**src/rtl/ps2_codes_pkg.sv**
```systemverilog
// Shared PS/2 set-2 byte constants and the scan parser state encoding.
// Latency: n/a (declarations only).
// Backpressure: n/a.
package ps2_codes_pkg;

  localparam logic [7:0] PS2_EXT   = 8'hE0;  // extended-key prefix
  localparam logic [7:0] PS2_BRK   = 8'hF0;  // break (key up) prefix
  localparam logic [7:0] PS2_BAT   = 8'hAA;  // keyboard self-test passed
  localparam logic [7:0] PS2_PAUSE = 8'hE1;  // pause key sequence start
  localparam logic [7:0] PS2_ERR0  = 8'h00;  // buffer overrun / error
  localparam logic [7:0] PS2_ERR1  = 8'hFF;  // buffer overrun / error

  typedef enum logic [1:0] {
    ST_IDLE    = 2'd0,
    ST_EXT     = 2'd1,  // E0 seen
    ST_BRK     = 2'd2,  // F0 seen
    ST_EXT_BRK = 2'd3   // E0,F0 seen
  } ps2_state_e;

  // Bytes that abort any pending prefix and never produce a key event.
  function automatic logic is_drop_code(input logic [7:0] b);
    return (b == PS2_PAUSE) || (b == PS2_ERR0) || (b == PS2_ERR1);
  endfunction

endpackage

```
**src/rtl/ps2_key_tracker_if.sv**
```systemverilog
// Byte stream from PS2_Controller into the key tracker.
// Latency: n/a (wires only).
// Backpressure: none; received_data_en is a one-cycle strobe that cannot be stalled.
//   received_data     8-bit scancode byte
//   received_data_en  strobe, received_data valid this cycle
interface ps2_key_tracker_if;
  logic [7:0] received_data;
  logic       received_data_en;

  modport master (output received_data, output received_data_en);
  modport slave  (input  received_data, input  received_data_en);
endinterface

```
**src/rtl/ps2_scan_parser.sv**
```systemverilog
// Prefix parser: turns E0/F0-prefixed scancode bytes into make/break/BAT events.
// Latency: events are combinational in the strobe cycle; state advances on that edge.
// Backpressure: none; every strobe is consumed, back-to-back strobes included.
//   clk, rst            clock, async active-high reset
//   data, data_en       incoming byte and its strobe
//   evt_valid           an event is present this cycle
//   evt_make/evt_ext    make (1) or break (0); E0 prefix seen
//   evt_code            scancode of the event
//   evt_bat             keyboard BAT-ok byte (AA) seen in IDLE
module ps2_scan_parser
  import ps2_codes_pkg::*;
#(
  parameter int TIMEOUT_CYCLES = 50000
) (
  input  logic       clk,
  input  logic       rst,
  input  logic [7:0] data,
  input  logic       data_en,
  output logic       evt_valid,
  output logic       evt_make,
  output logic       evt_ext,
  output logic [7:0] evt_code,
  output logic       evt_bat
);

  localparam int CW = $clog2(TIMEOUT_CYCLES + 1);
  localparam logic [CW-1:0] CNT_LAST = CW'(TIMEOUT_CYCLES - 1);

  ps2_state_e    state;
  ps2_state_e    state_nxt;
  logic [CW-1:0] idle_cnt;

  // Events are decoded from the current state and the byte in the strobe
  // cycle, so the key state registers in the top see them on the same edge
  // that advances the parser: one cycle from strobe to key outputs.
  always_comb begin
    evt_valid = 1'b0;
    evt_make  = 1'b0;
    evt_ext   = 1'b0;
    evt_bat   = 1'b0;
    evt_code  = data;
    state_nxt = state;
    if (data_en) begin
      case (state)
        ST_IDLE, ST_EXT: begin
          if (data == PS2_BRK) begin
            state_nxt = (state == ST_EXT) ? ST_EXT_BRK : ST_BRK;
          end else if (data == PS2_EXT) begin
            state_nxt = ST_EXT;
          end else if (is_drop_code(data)) begin
            state_nxt = ST_IDLE;
          end else if (state == ST_IDLE && data == PS2_BAT) begin
            evt_valid = 1'b1;
            evt_bat   = 1'b1;
          end else begin
            evt_valid = 1'b1;
            evt_make  = 1'b1;
            evt_ext   = (state == ST_EXT);
            state_nxt = ST_IDLE;
          end
        end
        default: begin
          state_nxt = ST_IDLE;
          if (!(data == PS2_EXT || data == PS2_BRK || is_drop_code(data))) begin
            evt_valid = 1'b1;
            evt_ext   = (state == ST_EXT_BRK);
          end
        end
      endcase
    end
  end

  // A prefix left dangling (lost byte, unplugged keyboard) is dropped after
  // TIMEOUT_CYCLES strobe-free cycles so the next byte starts clean.
  always_ff @(posedge clk or posedge rst) begin
    if (rst) begin
      state    <= ST_IDLE;
      idle_cnt <= '0;
    end else if (data_en) begin
      state    <= state_nxt;
      idle_cnt <= '0;
    end else if (state == ST_IDLE) begin
      idle_cnt <= '0;
    end else if (idle_cnt >= CNT_LAST) begin
      state    <= ST_IDLE;
      idle_cnt <= '0;
    end else begin
      idle_cnt <= idle_cnt + 1'b1;
    end
  end

endmodule

```
**src/rtl/ps2_key_tracker.sv**
```systemverilog
// Tracks make/break state of a configurable set of PS/2 set-2 keys.
// Latency: key_held/key_press/key_release/last_key 1 cycle after the strobe; any_held combinational.
// Backpressure: none; accepts a byte on every cycle.
//   CLOCK_50, reset     clock, async active-high reset
//   rx                  byte stream from PS2_Controller (slave modport)
//   key_held            per-key held level (HOLD_MODE=0: one-hot of last make)
//   key_press           one-cycle pulse on a make of a key not already held
//   key_release         one-cycle pulse on a break of a held key
//   last_key            index of the most recent make
//   any_held            OR of key_held
module ps2_key_tracker
  import ps2_codes_pkg::*;
#(
  parameter int                  NUM_KEYS       = 4,
  parameter logic [8*NUM_KEYS-1:0] KEY_CODES    = {8'h72, 8'h75, 8'h74, 8'h6B},
  parameter logic [NUM_KEYS-1:0] KEY_EXT        = 4'b1111,
  parameter bit                  HOLD_MODE      = 1'b1,
  parameter int                  TIMEOUT_CYCLES = 50000,
  localparam int                 IW             = (NUM_KEYS > 1) ? $clog2(NUM_KEYS) : 1
) (
  input  logic                CLOCK_50,
  input  logic                reset,
  ps2_key_tracker_if.slave    rx,
  output logic [NUM_KEYS-1:0] key_held,
  output logic [NUM_KEYS-1:0] key_press,
  output logic [NUM_KEYS-1:0] key_release,
  output logic [IW-1:0]       last_key,
  output logic                any_held
);

  logic       evt_valid;
  logic       evt_make;
  logic       evt_ext;
  logic [7:0] evt_code;
  logic       evt_bat;

  ps2_scan_parser #(
    .TIMEOUT_CYCLES(TIMEOUT_CYCLES)
  ) u_parser (
    .clk       (CLOCK_50),
    .rst       (reset),
    .data      (rx.received_data),
    .data_en   (rx.received_data_en),
    .evt_valid (evt_valid),
    .evt_make  (evt_make),
    .evt_ext   (evt_ext),
    .evt_code  (evt_code),
    .evt_bat   (evt_bat)
  );

  logic [NUM_KEYS-1:0] make_hit;
  logic [NUM_KEYS-1:0] brk_hit;
  logic [NUM_KEYS-1:0] held_nxt;
  logic [NUM_KEYS-1:0] press_nxt;
  logic [NUM_KEYS-1:0] rel_nxt;
  logic [IW-1:0]       first_idx;
  logic                bat;
  logic                any_make;

  assign bat      = evt_valid & evt_bat;
  assign any_make = |make_hit;

  // Duplicate codes are legal, so every matching key is updated.
  for (genvar i = 0; i < NUM_KEYS; i++) begin : g_key
    logic hit;
    assign hit         = evt_valid && !evt_bat &&
                         (evt_code == KEY_CODES[8*i +: 8]) && (evt_ext == KEY_EXT[i]);
    assign make_hit[i] = hit & evt_make;
    assign brk_hit[i]  = hit & ~evt_make;
    if (HOLD_MODE) begin : g_level
      assign held_nxt[i] = bat ? 1'b0 : ((key_held[i] | make_hit[i]) & ~brk_hit[i]);
    end else begin : g_onehot
      assign held_nxt[i] = bat ? 1'b0 :
                           any_make ? make_hit[i] : (key_held[i] & ~brk_hit[i]);
    end
    // Typematic repeats arrive as further makes of a held key: no pulse.
    assign press_nxt[i] = make_hit[i] & ~key_held[i];
    assign rel_nxt[i]   = brk_hit[i] & key_held[i];
  end

  // Lowest matching index wins when several keys share a code.
  always_comb begin
    first_idx = '0;
    for (int k = NUM_KEYS - 1; k >= 0; k--) begin
      if (make_hit[k]) first_idx = IW'(k);
    end
  end

  always_ff @(posedge CLOCK_50 or posedge reset) begin
    if (reset) begin
      key_held    <= '0;
      key_press   <= '0;
      key_release <= '0;
      last_key    <= '0;
    end else begin
      key_held    <= held_nxt;
      key_press   <= press_nxt;
      key_release <= rel_nxt;
      if (any_make) last_key <= first_idx;
    end
  end

  assign any_held = |key_held;

endmodule

```
**src/flat_wrapper.sv**
```systemverilog
// flat-port wrapper written by rule: the top's interface ports become plain ports
module ps2_key_tracker_flat import ps2_codes_pkg::*;
#(
  parameter int                  NUM_KEYS       = 4,
  parameter logic [8*NUM_KEYS-1:0] KEY_CODES    = {8'h72, 8'h75, 8'h74, 8'h6B},
  parameter logic [NUM_KEYS-1:0] KEY_EXT        = 4'b1111,
  parameter bit                  HOLD_MODE      = 1'b1,
  parameter int                  TIMEOUT_CYCLES = 50000,
  localparam int                 IW             = (NUM_KEYS > 1) ? $clog2(NUM_KEYS) : 1
)
  (CLOCK_50, reset, key_held, key_press, key_release, last_key, any_held, rx_received_data, rx_received_data_en);
  ps2_key_tracker_if rx_i ();
  input  logic CLOCK_50;
  input  logic reset;
  output logic [NUM_KEYS-1:0] key_held;
  output logic [NUM_KEYS-1:0] key_press;
  output logic [NUM_KEYS-1:0] key_release;
  output logic [IW-1:0] last_key;
  output logic any_held;
  input wire logic [$bits(rx_i.received_data)-1:0] rx_received_data;
  input wire logic [$bits(rx_i.received_data_en)-1:0] rx_received_data_en;
  assign rx_i.received_data = rx_received_data;
  assign rx_i.received_data_en = rx_received_data_en;
  ps2_key_tracker #(.NUM_KEYS(NUM_KEYS), .KEY_CODES(KEY_CODES), .KEY_EXT(KEY_EXT), .HOLD_MODE(HOLD_MODE), .TIMEOUT_CYCLES(TIMEOUT_CYCLES)) u_core (.CLOCK_50(CLOCK_50), .reset(reset), .rx(rx_i), .key_held(key_held), .key_press(key_press), .key_release(key_release), .last_key(last_key), .any_held(any_held));
endmodule
```
**config.mk**
```make
export PLATFORM = sky130hd
export DESIGN_NAME = ps2_key_tracker_flat
export DESIGN_NICKNAME = d
export VERILOG_FILES = /design/src/rtl/ps2_codes_pkg.sv /design/src/rtl/ps2_key_tracker_if.sv /design/src/rtl/ps2_scan_parser.sv /design/src/rtl/ps2_key_tracker.sv /design/src/flat_wrapper.sv
export SDC_FILE = /design/constraint.sdc
export NUM_CORES = 1
export LEC_CHECK = 0
export BUFFER_PORTS_ARGS = -buffer_cell sky130_fd_sc_hd__buf_4
export CAP_MARGIN = 20
export CELL_PAD_IN_SITES_DETAIL_PLACEMENT = 1
export CELL_PAD_IN_SITES_GLOBAL_PLACEMENT = 2
export CORE_UTILIZATION = 35
export CTS_CLUSTER_SIZE = 40
export DETAILED_ROUTE_END_ITERATION = 8
export PLACE_DENSITY = 0.86
export SYNTH_ARGS = -nofsm -noshare
export SYNTH_HDL_FRONTEND = slang
export SYNTH_SLANG_ARGS = --single-unit
export TNS_END_PERCENT = 1
```
**constraint.sdc**
```tcl
create_clock -name CLOCK_50 -period 2 [get_ports CLOCK_50]
set_input_delay 0.2 -clock CLOCK_50 [delete_from_list [all_inputs] [get_ports CLOCK_50]]
set_output_delay 0.2 -clock CLOCK_50 [all_outputs]
set_load 0.05 [all_outputs]
```
==> results by group <==
Outcome
  • Status: finished with violations
  • Failing checks: DRC, hold timing

Global routing
  • Initial antenna violation count: 0
  • Global-route wire length before repair: 7030 um
  • Gr ovfl total: 0
  • Pin count of the biggest net entering global routing: 33
  • Vias in the first global route: 1469
  • Tot GR Track Use: 0.183

Floorplanning
  • Initial core utilization: 0.371
  • Total die area: 4990 um2
  • # IOs: 26
  • FP Rows: 24
  • Die height: 70.6 um
  • Die span in x: 70.6 um
  • Core area: 4440 um2

Setup path
  • Required @ worst endpoint: 2.18 ns
  • Reg-to-reg startpoint: u_core.u_parser.state[0]
  • Startpoint types: flop
  • Maximum fanout along the worst path: 5
  • R2R cell count: 4
  • Slowest CP cell: or4b_4
  • Critical Path AT: 1.95 ns
  • Crit end category: flop
  • Worst path top cell family by delay: simple AND/OR/NAND/NOR gates
  • Buf/Inv on CP: 0
  • Crit path kind: flop to flop
  • Critical path cell sequence: or4b_4 > o31ai_1 > nor2_1 > o2bb2a_4
  • Critical Path Stages: 4
  • Worst setup path start: u_core.u_parser.state[0]
  • Largest stage delay, worst path: 0.56 ns

Pwr
  • Power per cell area: 703 nW/um2
  • Worst IR Drop VDD: 0.250 mV
  • P_leak: 0.000850 uW

Placement
  • Post-placement cell count: 246
  • Post-DP HPWL: 3040 um
  • Port bufs: 25
  • Post-DP Area: 1910 um2
  • Gpl congestion: 0.801

Route
  • Average wire per standard cell: 16.0 um
  • DR iter-0 viols: 63
  • First-pass DRT Iterations: 6
  • DRC viols: 3
  • DR vias: 1418
  • Routed WL: 4050 um
  • Drt via density: 5.58
  • Post-DRT Antenna Nets: 0

Timing
  • Min Tclk post-route: 1.77 ns
  • Worst Hold Margin: -0.00250 ns
  • Final Setup Violations: 0
  • Pins Over Slew Limit: 0
  • Max-slew headroom: 0.679
  • TNS Setup: 0 ns
  • Clock Skew: 0.00464 ns
  • F_max: 565 MHz
  • RSZ-0062 raised after global routing: no
  • Period utilization: 0.884
  • Least-Margin Pin Slew: 0.478 ns
  • Final Hold Vio Count: 10

Layout
  • Util after Layout: 0.453
  • Layout cells sized above 1: 0.218
  • Fill cells: 518
  • Final instance area: 2010 um2
  • Layout area overhead: 22.2%
  • Final net count: 213
  • Fin cells: 254
  • ANT cells: 0

Clocking
  • CTS Hold Bufs: 0
  • Clock root buffer: clkbuf_8
  • CTS clk-pin slew, worst paths: 0.07 ns
  • Post CTS Setup Buffer Count: 0
  • H-Tree Depth: 2
  • CTS resizes: 0
  • TritonCTS clock tree: built
  • Worst-Skew Late Latency: 0.29 ns
  • Clock sink count: 32
  • CTS Buf Count: 5
  • Longest Clk Path Bufs: 2

Logic synthesis
  • Synth Cell Area: 1650 um2
  • Synth cell types: 39
  • Leading cell type by number of instances after synthesis: dfrtp_1
  • Area leader, netlist: dfrtp_1
  • Seq/Total Area, Yosys: 0.486
  • Syn. warnings: 0
  • Syn_nets: 181
  • Number of synthesized flops with an enable pin: 0
  • Syn Area/Cell: 9.76 um2
  • Top cells by area, synth: dfrtp_1, nor2_1, xnor2_1
  • Top-area cell type share of the netlist area: 0.486
  • Commonest cells post-synth: dfrtp_1, nor2_1, nor4_1, xnor2_1, inv_1
  • Main synth FF type: dfrtp_1
  • Register bit count reported by yosys: 32
  • Async SR Flop Fraction: 1.00
  • Mapped Cells: 169

Worst hold path
  • Hold crit path type: input pin to async pin

Flow run
  • Max Cap Viol: 0
layout by cell type, fill, tap and decap left out, drive strengths merged:
| cell type | Yosys | routed |
|---|---|---|
| or4b | 1 | 1 |
| nor2 | 27 | 27 |
| o31ai | 1 | 1 |
| o21bai | 2 | 2 |
| nand3b | 2 | 2 |
| and4 | 1 | 1 |
| nor3 | 6 | 6 |
| o31a | 1 | 1 |
| nand4bb | 1 | 1 |
| nand2 | 5 | 5 |
| o211ai | 2 | 2 |
| ha | 1 | 1 |
| nand3 | 5 | 5 |
| or3 | 5 | 5 |
| buf | 4 | 31 |
| a31oi | 3 | 3 |
| nand4b | 1 | 1 |
| nor4 | 12 | 12 |
| inv | 9 | 9 |
| a21oi | 4 | 4 |
| dfrtp | 32 | 32 |
| or2 | 2 | 2 |
| and3 | 4 | 4 |
| nor3b | 2 | 2 |
| or4 | 4 | 4 |
| a211oi | 1 | 1 |
| nand2b | 2 | 2 |
| o21ai | 5 | 5 |
| clkbuf | 2 | 6 |
| bufinv | 0 | 1 |
| mux2i | 4 | 4 |
| xor2 | 1 | 1 |
| o2bb2a | 1 | 1 |
| clkinv | 0 | 1 |
| nand4 | 4 | 4 |
| a2111oi | 1 | 1 |
| xnor2 | 11 | 11 |
report_power, final:
part           switching, uW  internal (uW)
registers               11.7            656
clock network            241            369
logic                   86.9           49.6
total                    340           1080
kinds of logic (layout without fill, tap and decap cells):
logic type,Yosys count,count (layout),synth area share
compound gates,21,21,0.0888
xor+xnor,12,12,0.0637
fa+ha+maj,1,1,0.00759
buf+inv,15,48,0.0448
flops,32,32,0.486
mux,4,4,0.0243
simple gates,84,84,0.285
final cells by class:
class,instances,area [um2],share of cell area
Timing Repair Buffer,31,233,0.116
Tap cell,52,65.1,0.0323
Clock buffer,6,72.6,0.0360
Inverter,9,33.8,0.0168
Multi-Input combinational cell,122,774,0.384
Sequential cell,32,801,0.398
Clock inverter,2,35.0,0.0174
worst register-to-register path: stages, from the launching register on:
cell      delay [ns]
dfrtp_1         0.45
or4b_4          0.56
o31ai_1         0.32
nor2_1          0.11
o2bb2a_4        0.22
state kept, by name (all words and copies together) (netlist names):
signal and cells:
u_core.key_press 4, u_core.u_parser.idle_cnt 16, u_core.u_parser.state 2, u_core.key_release 4
u_core.last_key 2, u_core.key_held 4
routing by layer:
metal | global-route usage | wire length [um] | vias up
met5 | 0 | 0 | -
met4 | 0.0933 | 108 | 0
met3 | 0.0413 | 137 | 11
met2 | 0.292 | 1920 | 30
met1 | 0.233 | 1890 | 708
li1 | - | - | 669
metrics by stage:
stage	setup WS [ns]	total power [uW]	hold slack [ns]
2_1_floorplan	0.367	764	0.316
6_report	0.231	1420	-0.00250
3_3_place_gp	0.350	811	0.307
3_5_place_dp	0.240	819	0.325
5_1_grt	0.116	1470	0.0547
4_1_cts	0.228	1440	0.00731
final timing paths:
| path | to | slack (ns) |
|---|---|---|
| max in group asynchronous | u_core.u_parser.idle_cnt[4] | 1.72 |
| worst min register to register | u_core.u_parser.idle_cnt[0] | 0.49 |
| worst max register to register | u_core.u_parser.state[0] | 0.23 |
| worst min-delay path | u_core.key_held[0] | -0.003 |
| min in group CLOCK_50 | u_core.key_press[3] | 0.16 |
| worst max-delay path | u_core.u_parser.state[0] | 0.23 |
(Power assumes the default switching activity.)
